`config.mk`:
```
export PLATFORM = sky130hd
export DESIGN_NAME = page_qin_array
export DESIGN_NICKNAME = d
export VERILOG_FILES = /design/src/rtl/page_qin_array.sv
export SDC_FILE = /design/constraint.sdc
export NUM_CORES = 1
export LEC_CHECK = 0
export CORE_MARGIN = 2
export CORE_UTILIZATION = 55
export DETAILED_ROUTE_END_ITERATION = 12
export MAX_ROUTING_LAYER = met4
export PLACE_DENSITY = 0.81
export SLEW_MARGIN = 5
export SYNTH_ARGS = -nofsm -noshare
export SYNTH_HDL_FRONTEND = slang
export SYNTH_SLANG_ARGS = --single-unit
```
`constraint.sdc`:
```
create_clock -name clock -period 3.3 [get_ports clock]
set_clock_uncertainty 0.1 [all_clocks]
set_input_delay 0.33 -clock clock [delete_from_list [all_inputs] [get_ports clock]]
set_output_delay 0.33 -clock clock [all_outputs]
set_load 0.03 [all_outputs]
```
`src/rtl/page_qin_array.sv`:
```
// Array of independent per-channel FIFOs with registered producer back-pressure,
// reserve slots and a sticky per-channel overflow flag.
module page_qin_array #(
    parameter int W     = 16,
    parameter int NCH   = 8,
    parameter int DEPTH = 4,
    parameter int RESV  = 1,
    parameter int AW    = $clog2(DEPTH)
) (
    input  logic                  clock,
    input  logic                  reset,
    input  logic [NCH*W-1:0]      qin_d,
    input  logic [NCH-1:0]        qin_e,
    input  logic [NCH-1:0]        qin_v,
    output logic [NCH-1:0]        qin_b,
    output logic [NCH*W-1:0]      qout_d,
    output logic [NCH-1:0]        qout_e,
    output logic [NCH-1:0]        qout_v,
    input  logic [NCH-1:0]        qout_b,
    output logic [NCH*(AW+1)-1:0] occ,
    output logic [NCH-1:0]        ovf,
    input  logic                  clr_ovf
);

    localparam logic [AW:0]   FULL_LVL = (AW+1)'(DEPTH);
    localparam logic [AW:0]   BP_LVL   = (AW+1)'(DEPTH - RESV);
    localparam logic [AW-1:0] PTR_ONE  = AW'(1);

    for (genvar i = 0; i < NCH; i++) begin : g_ch
        logic [W:0]    mem [DEPTH];
        logic [AW-1:0] wr_ptr;
        logic [AW-1:0] rd_ptr;
        logic [AW:0]   count;
        logic [AW:0]   count_next;
        logic          full;
        logic          push;
        logic          pop;
        logic          drop;
        logic          back_r;
        logic          ovf_r;

        // A pop frees a slot in the same cycle, so a full queue still accepts a word.
        assign full       = (count == FULL_LVL);
        assign pop        = (count != '0) && !qout_b[i];
        assign push       = qin_v[i] && (!full || pop);
        assign drop       = qin_v[i] && full && !pop;
        assign count_next = count + {{AW{1'b0}}, push} - {{AW{1'b0}}, pop};

        always_ff @(posedge clock or negedge reset) begin
            if (!reset) begin
                wr_ptr <= '0;
                rd_ptr <= '0;
                count  <= '0;
                back_r <= 1'b0;
                ovf_r  <= 1'b0;
            end else begin
                if (push) begin
                    wr_ptr <= wr_ptr + PTR_ONE;
                end
                if (pop) begin
                    rd_ptr <= rd_ptr + PTR_ONE;
                end
                count  <= count_next;
                back_r <= (count_next >= BP_LVL);
                // A fresh overflow wins over a simultaneous clear.
                if (drop) begin
                    ovf_r <= 1'b1;
                end else if (clr_ovf) begin
                    ovf_r <= 1'b0;
                end
            end
        end

        always_ff @(posedge clock) begin
            if (push) begin
                mem[wr_ptr] <= {qin_d[i*W +: W], qin_e[i]};
            end
        end

        assign {qout_d[i*W +: W], qout_e[i]} = mem[rd_ptr];
        assign qout_v[i]                    = (count != '0);
        assign occ[i*(AW+1) +: AW+1]        = count;
        assign qin_b[i]                     = back_r;
        assign ovf[i]                       = ovf_r;
    end

endmodule

```
# After elaboration in Yosys (flattened, before gate mapping)
# Memories as Yosys holds them, arrays and structs flattened.
# Cells that the tools add are included.
# totals
out_inout_bits,184
n_memories,8
in_bits,155
ramBits,544
regBits,72
elab_cells,201
# op_classes
mux,25
n_eq_ne,8
n_lt_le_gt_ge,8
reduce_logical,80
n_addsub,32
# mem_list
name,depth,word_bits,rd,rd_ports_with_merged_regs,write_ports,line_no,text
g_ch[0].mem,4,17,1,0,1,30,logic [W:0] mem [DEPTH];
g_ch[1].mem,4,17,1,0,1,30,
g_ch[2].mem,4,17,1,0,1,30,
g_ch[3].mem,4,17,1,0,1,30,
g_ch[4].mem,4,17,1,0,1,30,
g_ch[5].mem,4,17,1,0,1,30,
+2 memories,-,-,-,-,-,-,
# ops
cell,n
$add A2 B1 Y2 const B,16
$logic_and A1 B1 Y1,32
$mux W1,25
$add A3 B1 Y3,8
$eq A3 B3 Y1 const B,8
$ge A3 B2 Y1 const B,8
$logic_not A1 Y1,24
$reduce_bool A3 Y1,8
$sub A3 B1 Y3,8
$reduce_bool A2 Y1,8
$logic_or A1 B1 Y1,8

# Longest topological paths before layout
# Gate-level depths: netlist (run 1).
# logic_depth
ltp_word,7
ltp_mapped,11
ltp_nobuf,11

# Worst setup path after synthesis (run 1)
# OpenSTA, ideal clock, no wires.
# synth_path
path_kind,register to register
start,reg g_ch[1].count[1]
end,reg g_ch[1].back_r
synth_period_minus_slack_ps,2565
t_required_ps,3082
path_slack_ps,735
path_buffers,0
arrival_ps,2347
stages_incl_launch_ff,12
setup_ps,118
cell_sequence,dfrtp_1 -> nor2_1 -> a31oi_4 -> inv_1 -> ha_1 -> inv_1 -> ha_1 -> inv_1 -> fa_1 -> xnor2_1 -> xnor2_1 -> a21o_1
# synth_between
elab_chain_len,7
word_cells_on_any_way,9
classes_between,2 x add/sub; 1 x order compare; 1 x eq/ne; 5 x reduce/logical
# synth_rtl
item,line_no,text
"start, declared",33,logic [AW:0] count;
"start signal, assigned",63,count <= count_next;
$eq A3 B3 Y1 or $reduce_bool A3 Y1 (tied branches),"43, 44",
$logic_not A1 Y1 or $logic_and A1 B1 Y1 (tied branches),"45, 44",
$logic_or A1 B1 Y1,45,assign push = qin_v[i] && (!full || pop);
$logic_and A1 B1 Y1,45,
$add A3 B1 Y3,47,"assign count_next = count + {{AW{1'b0}}, push} - {{AW{1'b0}}, pop};"
$sub A3 B1 Y3 *,47,
named net g_ch[1].count_next[2],34,logic [AW:0] count_next;
$ge A3 B2 Y1 *,64,back_r <= (count_next >= BP_LVL);
"end signal, assigned",64,
"end, declared",39,logic back_r;
# Mark *: on every way through the listed nets, which the timed path passes. The rest lies on a longest branch.
# A chain may end at the register's enable or synchronous reset.

# Worst setup path after layout (run 1)
# layout_path
start,reg g_ch[3].rd_ptr[0]
end,out qout_d[53]
# layout_between
elab_chain_len,1
# layout_rtl
item,line_no,text
"start, declared",32,logic [AW-1:0] rd_ptr;
"start signal, assigned",61,rd_ptr <= rd_ptr + PTR_ONE;
$mem_v2 Z4 W17,-,
"end, declared",16,"output logic [NCH*W-1:0] qout_d,"
# Every way passes these cells.

==> summary.txt, run 1 <==
Logic synthesis
  – Adder-cell share of the synthesized area: under 10%
  – Post-Syn Instances: about 1100
  – Synth Warn #: 0
  – Largest family of logic cells by synthesized area: multiplexers
  – Syn Nets: about 1300
  – Synth cell types: 22
  – Complex-gate fraction of the synthesized area: under 10%
  – Sequential element share of the synthesized area: 75.2%
  – Mapped Area: approximately 0.024 sq mm
  – Post-synthesis simple-gate area fraction: 1.87%
  – Synth top area share: 67.7%
  – Synth Area in XOR/XNOR: 1.45%
  – Area leader, netlist: edfxtp_1
  – Largest cells by area after synthesis: edfxtp_1 68%, mux4_1 7.8%, dfrtp_1 7.5%, mux4_2 6.0%, ha_1 2.5%
  – Yosys reg bits: 616
  – Mux share of post-synthesis cell area: ~14%
  – Post-Syn Area per Cell: 22.5 sq um

Global routing
  – First-pass GRT wire length: around 74000 um
  – GRT Util Overall: between 20% and 30%
  – Total grt overflow: 0
  – Vias in the first global route: roughly 13000
  – Initial antenna violation count: 5
  – Largest net degree at the start of global routing: 73

Setup path
  – CP startpoint: g_ch[3].rd_ptr[0]
  – Critical Path AT: around 2.7 ns
  – Setup crit end: qout_d[53]
  – Req. time, crit path: about 2.9 ns
  – R2r startpoint: g_ch[5].count[2]
  – Worst setup EP type: output port
  – Reg2reg end: g_ch[5].back_r
  – Reg2reg setup slack: 0.61 ns
  – CP Max Fanout: 8
  – Critical Path Start Type: flip-flop
  – Reg2Reg Depth: 10
  – WS Path Type: reg -> out

Routing
  – Routed vias: ~12000
  – Iteration count of the initial detailed-routing pass: 5
  – 1st-iter DRT viols: around 670
  – Total Wirelength: between 40000 and 50000 um
  – Vias per cell: 5.51
  – Routed WL per cell: about 23 um
  – DRC Markers: 0
  – Routed Antenna Nets: 0

Timing
  – RSZ-0062 raised after global routing: no
  – Final Slew Violations: 0
  – Min Clock Period, post-route: between 3 and 4 ns
  – Post-route clock period utilization: a little over nine tenths
  – Worst-margin pin slew: 1.07 ns
  – Final worst setup slack: about 0.17 ns
  – Setup TNS: 0 ns
  – Fmax: roughly 320 MHz
  – Slew HR: 28.6%
  – Fin. Hold Viols: 0
  – Final setup violation count: 0

Clock network
  – CTS tree: built
  – Clock Tree Buf Depth: 3
  – Clk Latency, worst-skew pair: around 0.60 ns
  – CTS Buf Count: between 60 and 70
  – Setup repair bufs after CTS: 0
  – H-Tree Level Count: 2
  – Clk root buf: clkbuf_16
  – Clock Sinks: ~600
  – Clock Pin Slew Worst Setup and Hold Paths: roughly 0.070 ns

Hold path
  – Worst hold path type: in -> reg

Floorplan
  – Die area: approximately 0.046 sq mm
  – Std cell rows: 76
  – Starting Density: about 56%
  – I/O pin cnt: about 340
  – Die X: 213 um
  – Core area: between 0.04 and 0.05 sq mm
  – Die height: 213 um

Layout
  – Layout cells sized above 1: between 10% and 20%
  – Fill cells: about 2600
  – Final nets: 1687
  – P&R area growth vs syn: 25.8%
  – Fin area: 0.0303 sq mm
  – Core Util, Final: a little over two thirds

Pwr
  – Final Power: 30.3 mW
  – Worst vdd ir: roughly 0.64 mV
  – Clock share of power: 24.0%
  – Internal: 20.0 mW
  – Pwr Density: roughly 1000 mW/mm^2
  – Comb pwr share: a little under two fifths
  – Sequential Power Share: 37.6%
  – Sw power: between 10 and 15 mW
  – Switching part of the total: between 30% and 40%
  – Static Leak: 10.8 nW

Placed design
  – HPWL after DPL: about 32000 um
  – RePlAce Congestion: a little under 0.8
  – Worst slack, placed: 0.427 ns
  – Placed cell areas: roughly 0.028 sq mm
  – Port Buffer Count: between 300 and 400

Job
  – MaxCap Viol Count: 0

Outcome
  – Outcome: complete, no violations
-- how the worst min path moves through the flow --
stage,end,from,slack [ns],cells past startpoint
after detailed placement,g_ch[7].rd_ptr[0],g_ch[7].rd_ptr[0],0.41,1
after floorplan,g_ch[0].back_r,reset,-0.07,0
final,g_ch[6].ovf_r,qin_v[6],0.25,3
after global routing,g_ch[5].mem[2][11],qin_d[90],0.24,1
after global placement,g_ch[4].ovf_r,g_ch[4].ovf_r,0.41,2
after CTS,g_ch[1].mem[1][5],qin_d[20],0.21,1
-- metal layers --
metal  part of all wire (%)  vias up  GRT usage [%]
li1                       -     5140              -
met1                     39     6051           28.5
met2                     50      397           37.0
met3                    8.1       94           6.00
met4                    2.9        0           7.95
met5                      0        -              -
-- cell type report --
| class | count | area [sq um] | share of cell area [%] |
|---|---|---|---|
| Timing Repair Buffer | 389 | 3780 | 12.5 |
| Multi-Input combinational cell | 336 | 5260 | 17.3 |
| Sequential cell | 616 | 18100 | 59.8 |
| Tap cell | 585 | 732 | 2.41 |
| Inverter | 72 | 270 | 0.891 |
| Antenna cell | 5 | 12.5 | 0.0412 |
| Clock buffer | 83 | 1730 | 5.71 |
| Clock inverter | 33 | 425 | 1.40 |
-- synth_stat cells (all sizes together) --
cell,number
inv,72
nor3,8
buf,48
dfrtp,72
ha,48
nor3b,8
mux2,8
fa,8
nand4,8
xor2,21
nor2,16
a31oi,8
xnor2,19
edfxtp,544
o21ai,8
mux4,136
a21o,8
and2,32
-- through the flow --
stage	hold slack [ns]	cells
after floorplan	-0.0656	1072
after global placement	0.412	1997
after detailed placement	0.410	1997
after CTS	0.210	2114
after global routing	0.242	2119
final	0.250	2119
-- cells in the final DEF, fill, tap and decap left out, types with 19 or more instances in the layout --
cell type and instances:
clkbuf_16 63, xor2_1 21, dfrtp_1 72, inv_1 72, buf_4 50, mux4_2 64
edfxtp_1 544, ha_1 48, xnor2_1 19, clkdlybuf4s50_1 337, mux4_1 72, and2_1 32
-- power by group through the flow --
| stage | clock [mW] | combinational [mW] | sequential [mW] |
|---|---|---|---|
| final | 7.27 | 11.6 | 11.4 |
| after detailed placement | 0 | 11.6 | 11.5 |
| after global placement | 0 | 11.4 | 11.4 |
| after global routing | 7.72 | 12.3 | 11.6 |
| after CTS | 7.43 | 11.8 | 11.4 |
| after floorplan | 0 | 7.39 | 11.3 |
-- critical path, cell delays in order (launching register included) --
cell and delay (ns):
dfrtp_1 0.60, buf_4 0.27, mux4_1 0.60, clkdlybuf4s50_1 0.62
-- logic make-up (layout without fill, tap and decap cells) --
kind of cell	Yosys count	after routing
xor+xnor	40	40
compound gates	24	24
mux	144	144
buf+inv	120	577
fa+ha+maj	56	56
simple gates	72	72
flops	616	616
other cells	0	5
-- sequential cells by signal (all words and copies together) (netlist names) --
register	count
g_ch.back_r	8
g_ch.count	24
g_ch.mem	544
g_ch.ovf_r	8
g_ch.rd_ptr	16
g_ch.wr_ptr	16
-- what timing repair did --
item | CTS | global route
hold buffers | 1 | 0
setup endpoints to repair | 0 | 0
endpoints found under the hold margin | 72 | 0
resized for setup | 0 | 0
Power figures use the tool's default switching activity.
==> inputs of run 2 (changes only) <==
--- a/config.mk
+++ b/config.mk
@@ -6,10 +6,11 @@
 export NUM_CORES = 1
 export LEC_CHECK = 0
 export CORE_MARGIN = 2
-export CORE_UTILIZATION = 55
+export CORE_UTILIZATION = 45
 export DETAILED_ROUTE_END_ITERATION = 12
 export MAX_ROUTING_LAYER = met4
-export PLACE_DENSITY = 0.81
+export PLACE_DENSITY = 0.69
+export SETUP_SLACK_MARGIN = 0.2
 export SLEW_MARGIN = 5
 export SYNTH_ARGS = -nofsm -noshare
 export SYNTH_HDL_FRONTEND = slang
==> constraint.sdc (replaced) <==
create_clock -name clock -period 3.1 [get_ports clock]
set_clock_uncertainty 0.1 [all_clocks]
set_input_delay 0.31 -clock clock [delete_from_list [all_inputs] [get_ports clock]]
set_output_delay 0.31 -clock clock [all_outputs]
set_load 0.03 [all_outputs]
==> run 2 against run 1 <==
Compared with the run above:
- clock power up 7.7%
- largest power group unchanged
- die area up 22%
- critical endpoint is now qout_d[86]
- sequential cell count unchanged
- clock-buffer cell count up 12
- cell area up 1.1%
- utilization down 12 points
- critical path type unchanged
==> summary.txt, run 2 (synthesized netlist as in run 1, its figures left out) <==
Floorplan
  – Starting Density: 45.7% (-10 points)
  – I/O pin cnt: 339 (unchanged)
  – Die X: 235 um (+10%)
  – Die height: 235 um (+10%)
  – Die area: 0.0555 sq mm (+22%)
  – Std cell rows: 84 (+11%)
  – Core area: 0.0528 sq mm (+22%)

Clock network
  – H-Tree Level Count: 3 (+1)
  – CTS Buf Count: 66 (+8.2%)
  – Clock Sinks: 616 (unchanged)
  – Clk root buf: clkbuf_16
  – Clk Latency, worst-skew pair: 0.58 ns (-0.02 ns)
  – CTS tree: built
  – Clock Tree Buf Depth: 3 (unchanged)
  – Clock Pin Slew Worst Setup and Hold Paths: 0.06 ns (about the same)

Setup path
  – Critical Path AT: 2.43 ns (-0.27 ns)
  – Worst path buffer plus inverter count: 2 (unchanged)
  – Crit path cell chain: buf_6 -> mux4_1 -> clkdlybuf4s50_1
  – WS Path Type: reg -> out
  – CP Max Fanout: 19 (+11)
  – Req. time, crit path: 2.69 ns (-0.18 ns)
  – Crit-path max cell delay: 0.65 ns (+0.03 ns)
  – Worst path slowest cell: mux4_1
  – Worst setup EP type: output port
  – Reg2Reg Depth: 10 (unchanged)
  – Critical Path Start Type: flip-flop
  – Cell family with most CP delay: buffers and inverters
  – Instance count on the critical path: 3 (unchanged)

Pwr
  – Switching part of the total: 33.8% (-0.25 points)
  – Pwr Density: 1050 mW/mm^2 (+4.9%)
  – Static Leak: 11.1 nW (+2.7%)
  – Comb pwr share: 38.8% (+0.4 points)
  – Final Power: 32.1 mW (+6.1%)
  – Sequential Power Share: 36.8% (-0.8 points)
  – Worst vdd ir: 0.709 mV (+11%)
  – Internal: 21.2 mW (+6.5%)
  – Sw power: 10.9 mW (+5.3%)
  – Clock share of power: 24.4% (+0.4 points)

Global routing
  – Largest net degree at the start of global routing: 39 (-47%)
  – First-pass GRT wire length: 73500 um (-1.4%)
  – Total grt overflow: 0 (unchanged)
  – GRT Util Overall: 18.1% (-4.8 points)
  – Initial antenna violation count: 9 (+4)
  – Vias in the first global route: 12300 (-2.4%)

Timing
  – Post-route clock period utilization: 91.6%
  – Fin Hold WS: 0.185 ns (-0.0654 ns)
  – Final setup violation count: 0 (unchanged)
  – Worst-margin pin slew: 0.611 ns (-0.460 ns)
  – Final Slew Violations: 0 (unchanged)
  – Fmax: approximately 350 MHz
  – Fin. Hold Viols: 0 (unchanged)
  – Slew HR: 59.2% (+31 points)
  – Setup TNS: 0 ns (unchanged)
  – RSZ-0062 raised after global routing: no
  – Min Clock Period, post-route: 2.84 ns

Layout
  – Max FFs per register: 544 (unchanged)
  – Core Util, Final: 58.1% (-12 points)
  – Commonest cells after routing, fill and taps aside: 544 x edfxtp_1, 303 x clkdlybuf4s50_1, 72 x inv_1, 72 x mux4_1, 70 x dfrtp_1
  – Final nets: 1705 (+1.1%)
  – Largest Register: g_ch.mem
  – Commonest non-fill, non-tap cell in the layout: edfxtp_1
  – Layout cells sized above 1: 16.4% (+0.88 points)
  – Fin area: 0.0307 sq mm (+1.1%)
  – P&R area growth vs syn: 27.2%
  – Largest registers: g_ch.mem: 544 flops, g_ch.count: 24 flops

Routing
  – Iteration count of the initial detailed-routing pass: 4 (-1)
  – Routed WL per cell: 21.5 um (-8.2%)
  – Total Wirelength: 48200 um (-2.9%)
  – Routed vias: 11500 (-1.4%)
  – 1st-iter DRT viols: 670 (-0.30%)
  – Vias per cell: 5.14 (-6.8%)
  – Routed Antenna Nets: 0 (unchanged)
  – DRC Markers: 0 (unchanged)

Placed design
  – HPWL after DPL: 32400 um (+0.96%)
  – Placed cell areas: 0.0284 sq mm (+0.76%)
  – RePlAce Congestion: 0.767 (-0.92%)
  – Port Buffer Count: 338 (unchanged)

Job
  – MaxCap Viol Count: 0 (unchanged)

Outcome
  – Outcome: complete, no violations

Hold path
  – Worst hold path type: in -> async
==> run 2: cell types whose count changed in the layout (fill, tap and decap cells not counted), sizes merged, moves of 4 or more <==
cell,previous run,this run
clkbuf,83,95
dlygate4sd2,0,13
clkinv,21,15
buf,51,64
clkdlybuf4s50,337,303
bufinv,10,5
dlymetal6s2s,0,21
diode,5,9
==> run 2: worst register-to-register path: cells and delay by family, from the launching register on <==
family / cells / cell delay [ns]
AOI/OAI and AO/OA: 1 / 0.16
xor gates and xnor gates: 2 / 0.28
adders and majority gates: 3 / 0.79
buffers and inverters: 2 / 0.11
DFF: 1 / 0.47
and+or+nand+nor: 2 / 0.54
==> run 2: cell type report <==
cell class                      instances  area [sq um]
Tap cell                              688           861
Sequential cell                       616         18100
Inverter                               72           270
Multi-Input combinational cell        336          5260
Clock buffer                           95          1950
Antenna cell                            9          22.5
Fill cell                            3856         22100
Clock inverter                         24           253
Timing Repair Buffer                  402          3920
==> run 2: power by group through the flow <==
stage               clock network (mW)  logic [mW]  registers (mW)
global placement                     0        12.6            11.9
finish                            7.83        12.4            11.8
CTS                               8.06        12.7            11.9
global route                      8.39        13.2            12.0
floorplan                            0        7.86            12.1
detailed placement                   0        12.7            12.0
==> run 2: layer usage <==
layer / global-route usage (%) / share of wire [%] / vias to the layer above
met5: - / 0 / -
met4: 5.13 / 1.5 / 0
met3: 5.42 / 7.3 / 51
met2: 28.4 / 49 / 317
met1: 23.0 / 43 / 5975
li1: - / - / 5180
==> run 2: path summary, 6_finish.rpt <==
kind,startpoint,to,slack [ns]
setup / recovery,g_ch[5].rd_ptr[0],qout_d[86],0.26
hold / removal,reset,g_ch[7].ovf_r,0.19
setup reg to reg,g_ch[1].count[2],g_ch[1].back_r,0.54
hold reg to reg,g_ch[7].rd_ptr[1],g_ch[7].rd_ptr[1],0.38
max in group asynchronous,reset,g_ch[5].rd_ptr[1],1.81
min in group clock,qin_d[92],g_ch[5].mem[2][13],0.26
==> run 2: through the flow <==
| step | cells | setup slack, ns |
|---|---|---|
| 6_report | 2242 | 0.262 |
| 5_1_grt | 2242 | 0.200 |
| 4_1_cts | 2233 | 0.165 |
| 3_5_place_dp | 2113 | 0.334 |
| 3_3_place_gp | 2113 | 0.395 |
| 2_1_floorplan | 1072 | 0.535 |
==> run 2: repair_timing <==
| item | in CTS | in global routing |
|---|---|---|
| setup buffers | 0 | 0 |
| gates resized for setup | 19 | 21 |
| hold endpoints to repair | 36 | 0 |
| hold buffers | 1 | 0 |
| setup endpoints to repair | 56 | 21 |
==> inputs of run 3 (changes only) <==
--- a/config.mk
+++ b/config.mk
@@ -7,9 +7,10 @@
 export LEC_CHECK = 0
 export CORE_MARGIN = 2
 export CORE_UTILIZATION = 45
+export CTS_BUF_LIST = sky130_fd_sc_hd__clkbuf_4
 export DETAILED_ROUTE_END_ITERATION = 12
 export MAX_ROUTING_LAYER = met4
-export PLACE_DENSITY = 0.69
+export PLACE_DENSITY = 0.71
 export SETUP_SLACK_MARGIN = 0.2
 export SLEW_MARGIN = 5
 export SYNTH_ARGS = -nofsm -noshare
==> constraint.sdc (replaced) <==
create_clock -name clock -period 2.47 [get_ports clock]
set_clock_uncertainty 0.1 [all_clocks]
set_input_delay 0.6175 -clock clock [delete_from_list [all_inputs] [get_ports clock]]
set_output_delay 0.6175 -clock clock [all_outputs]
set_load 0.03 [all_outputs]
==> run 3 against run 2 <==
Compared with the run above:
- the run now ends with negative setup slack left
- sequential share of layout area fell by 4.4 points
- worst setup slack got worse by 0.84 ns
- critical endpoint is now qout_d[58]
- critical path type unchanged
- clock power rose by 12%
- cell area rose by 8.2%
- non-clock buffer count rose by 169
- largest power group unchanged
- wire length rose by 9.7%
==> summary.txt, run 3 (synthesized netlist as in run 1, its figures left out) <==
Global routing
  – Initial antenna violation count: 4 (-5)
  – First-pass GRT wire length: 79000 um (+7.5%)
  – Largest net degree at the start of global routing: 32 (-18%)
  – GRT Util Overall: 19.7% (+1.7 points)
  – Vias in the first global route: 13500 (+10%)
  – Total grt overflow: 0 (unchanged)

Layout
  – Largest registers: g_ch.mem: 544 flops, g_ch.count: 24 flops
  – Commonest cells after routing, fill and taps aside: 544 x edfxtp_1, 237 x clkbuf_4, 231 x buf_6
  – P&R area growth vs syn: 37.6%
  – Layout cells sized above 1: 48.3% (+32 points)
  – Largest Register: g_ch.mem
  – Commonest non-fill, non-tap cell in the layout: edfxtp_1
  – Final nets: 1968 (+15%)
  – Max FFs per register: 544 (unchanged)

Setup path
  – CP startpoint: g_ch[3].rd_ptr[0]
  – Critical Path Start Type: flip-flop
  – Worst path slowest cell: mux4_2
  – Crit-path max cell delay: 0.53 ns (-0.12 ns)
  – R2r startpoint: g_ch[1].count[2]
  – WS Path Type: reg -> out
  – Setup crit end: qout_d[58]
  – Reg2reg end: g_ch[1].back_r
  – Reg2reg setup slack: 0.05 ns (-0.49 ns)
  – Cell mode on critical path: buf_6
  – Req. time, crit path: 1.75 ns (-0.94 ns)
  – CP Max Fanout: 5 (-14)
  – Critical Path AT: 2.33 ns (-0.10 ns)
  – Crit path cell chain: buf_6 -> buf_8 -> mux4_2 -> buf_6
  – Reg2Reg Depth: 11 (+1)
  – Worst setup EP type: output port

Hold path
  – Hold Crit Depth: 3
  – Worst hold path type: in -> reg

Floorplan
  – Die X: 235 um (unchanged)
  – Die area: 0.0555 sq mm (unchanged)
  – I/O pin cnt: 339 (unchanged)
  – Core area: 0.0528 sq mm (unchanged)
  – Std cell rows: 84 (unchanged)
  – Die height: 235 um (unchanged)
  – Starting Density: 45.7% (unchanged)

Clock network
  – Clock Pin Slew Worst Setup and Hold Paths: 0.06 ns (about the same)
  – CTS Buf Count: 160 (+140%)
  – Clk Latency, worst-skew pair: 0.96 ns (+0.38 ns)
  – Clock Sinks: 616 (unchanged)
  – CTS tree: built
  – H-Tree Level Count: 4 (+1)
  – Clk root buf: clkbuf_4
  – Clock Tree Buf Depth: 3 (unchanged)

Routing
  – Iteration count of the initial detailed-routing pass: 4 (unchanged)
  – Vias per cell: 4.98 (-3.1%)
  – Routed vias: 12800 (+11%)
  – Routed WL per cell: 20.6 um (-4.3%)
  – Routed Antenna Nets: 0 (unchanged)
  – DRC Markers: 0 (unchanged)
  – 1st-iter DRT viols: 666 (-0.60%)
  – Total Wirelength: 52900 um (+9.7%)

Placed design
  – HPWL after DPL: 33400 um (+3.1%)
  – Worst slack, placed: -0.525 ns (-0.859 ns)
  – RePlAce Congestion: 0.800 (+4.4%)
  – Port Buffer Count: 338 (unchanged)

Timing
  – Fmax: between 300 and 400 MHz
  – Min Clock Period, post-route: slightly above 3 ns
  – Slew HR: 70.8% (+12 points)
  – Worst-margin pin slew: 0.437 ns (-0.174 ns)
  – Fin. Hold Viols: 0 (unchanged)
  – Post-route clock period utilization: 123%
  – Final Slew Violations: 0 (unchanged)
  – Setup TNS: -68.60 ns (-68.60 ns)
  – RSZ-0062 raised after global routing: yes
  – Final worst setup slack: -0.574 ns (-0.836 ns)
  – Final setup violation count: 147 (+147)

Pwr
  – Worst vdd ir: 0.727 mV (+2.4%)
  – Static Leak: 12.4 nW (+12%)
  – Pwr Density: 1360 mW/mm^2 (+30%)

Outcome
  – Outcome: complete, but fails checks
  – Failing checks: negative setup slack

Job
  – MaxCap Viol Count: 0 (unchanged)
[run 3: cell types whose count changed in the layout (fill, tap and decap cells not counted), sizes merged, moves of 13 or more]
cell	delta
dlygate4sd2	-13
dlymetal6s2s	-21
buf	+352
clkbuf	+142
clkdlybuf4s50	-150
clkinv	+18
[run 3: worst min-delay path by stage]
stage | startpoint | endpoint | slack [ns]
2_1_floorplan | reset | g_ch[0].back_r | 0.22
3_3_place_gp | g_ch[5].ovf_r | g_ch[5].ovf_r | 0.41
3_5_place_dp | g_ch[7].ovf_r | g_ch[7].ovf_r | 0.41
4_1_cts | qin_d[116] | g_ch[7].mem[3][5] | 0.03
5_1_grt | qin_d[70] | g_ch[4].mem[2][7] | 0.11
6_report | qin_v[7] | g_ch[7].ovf_r | 0.19
[run 3: critical path: cells and delay by family, from the launching register on]
kind	cells	cell delay (ns)
DFF	1	0.42
buffers and inverters	3	0.43
muxes	1	0.53
[run 3: power by group]
group          switching [mW]  internal (mW)  total [mW]
clock                    3.97           4.81        8.78
sequential               1.08           14.0        15.0
combinational            10.4           10.8        21.2
[run 3: layer usage]
layer	GRT usage [%]	up-vias	wire length, um
li1	-	5755	-
met1	24.3	6543	21300
met2	30.4	404	26600
met3	6.39	100	3560
met4	8.01	0	1350
met5	-	-	0
[run 3: final cells by class]
class | instances | area [sq um]
fill | 3651 | 19600
sequential | 616 | 18200
timing repair buffer | 571 | 6510
multi-input combinational | 336 | 5270
clock buffer | 237 | 1780
tap | 688 | 861
clock inverter | 46 | 304
inverter | 72 | 278
antenna | 4 | 10.0
[run 3: what timing repair did]
| item | in CTS | in global routing |
|---|---|---|
| pin swaps | 13 | 21 |
| resized for setup | 974 | 151 |
| setup buffers | 71 | 45 |
| hold endpoints to repair | 72 | 0 |
| gates cloned | 4 | 0 |
| hold buffers | 3 | 0 |
| endpoints found under the setup margin | 190 | 197 |
[run 3: through the flow]
| stage | cells | hold WS, ns | instance area [sq um] | utilization, % | total power, mW |
|---|---|---|---|---|---|
| final | 2570 | 0.187 | 33200 | 62.9 | 45.0 |
| after global routing | 2569 | 0.108 | 33200 | 62.9 | 47.2 |
| after CTS | 2521 | 0.0253 | 32300 | 61.3 | 44.0 |
| after detailed placement | 2160 | 0.415 | 29300 | 55.6 | 32.4 |
| after global placement | 2160 | 0.411 | 29300 | 55.6 | 32.0 |
| after floorplan | 1072 | 0.222 | 24200 | - | 25.1 |
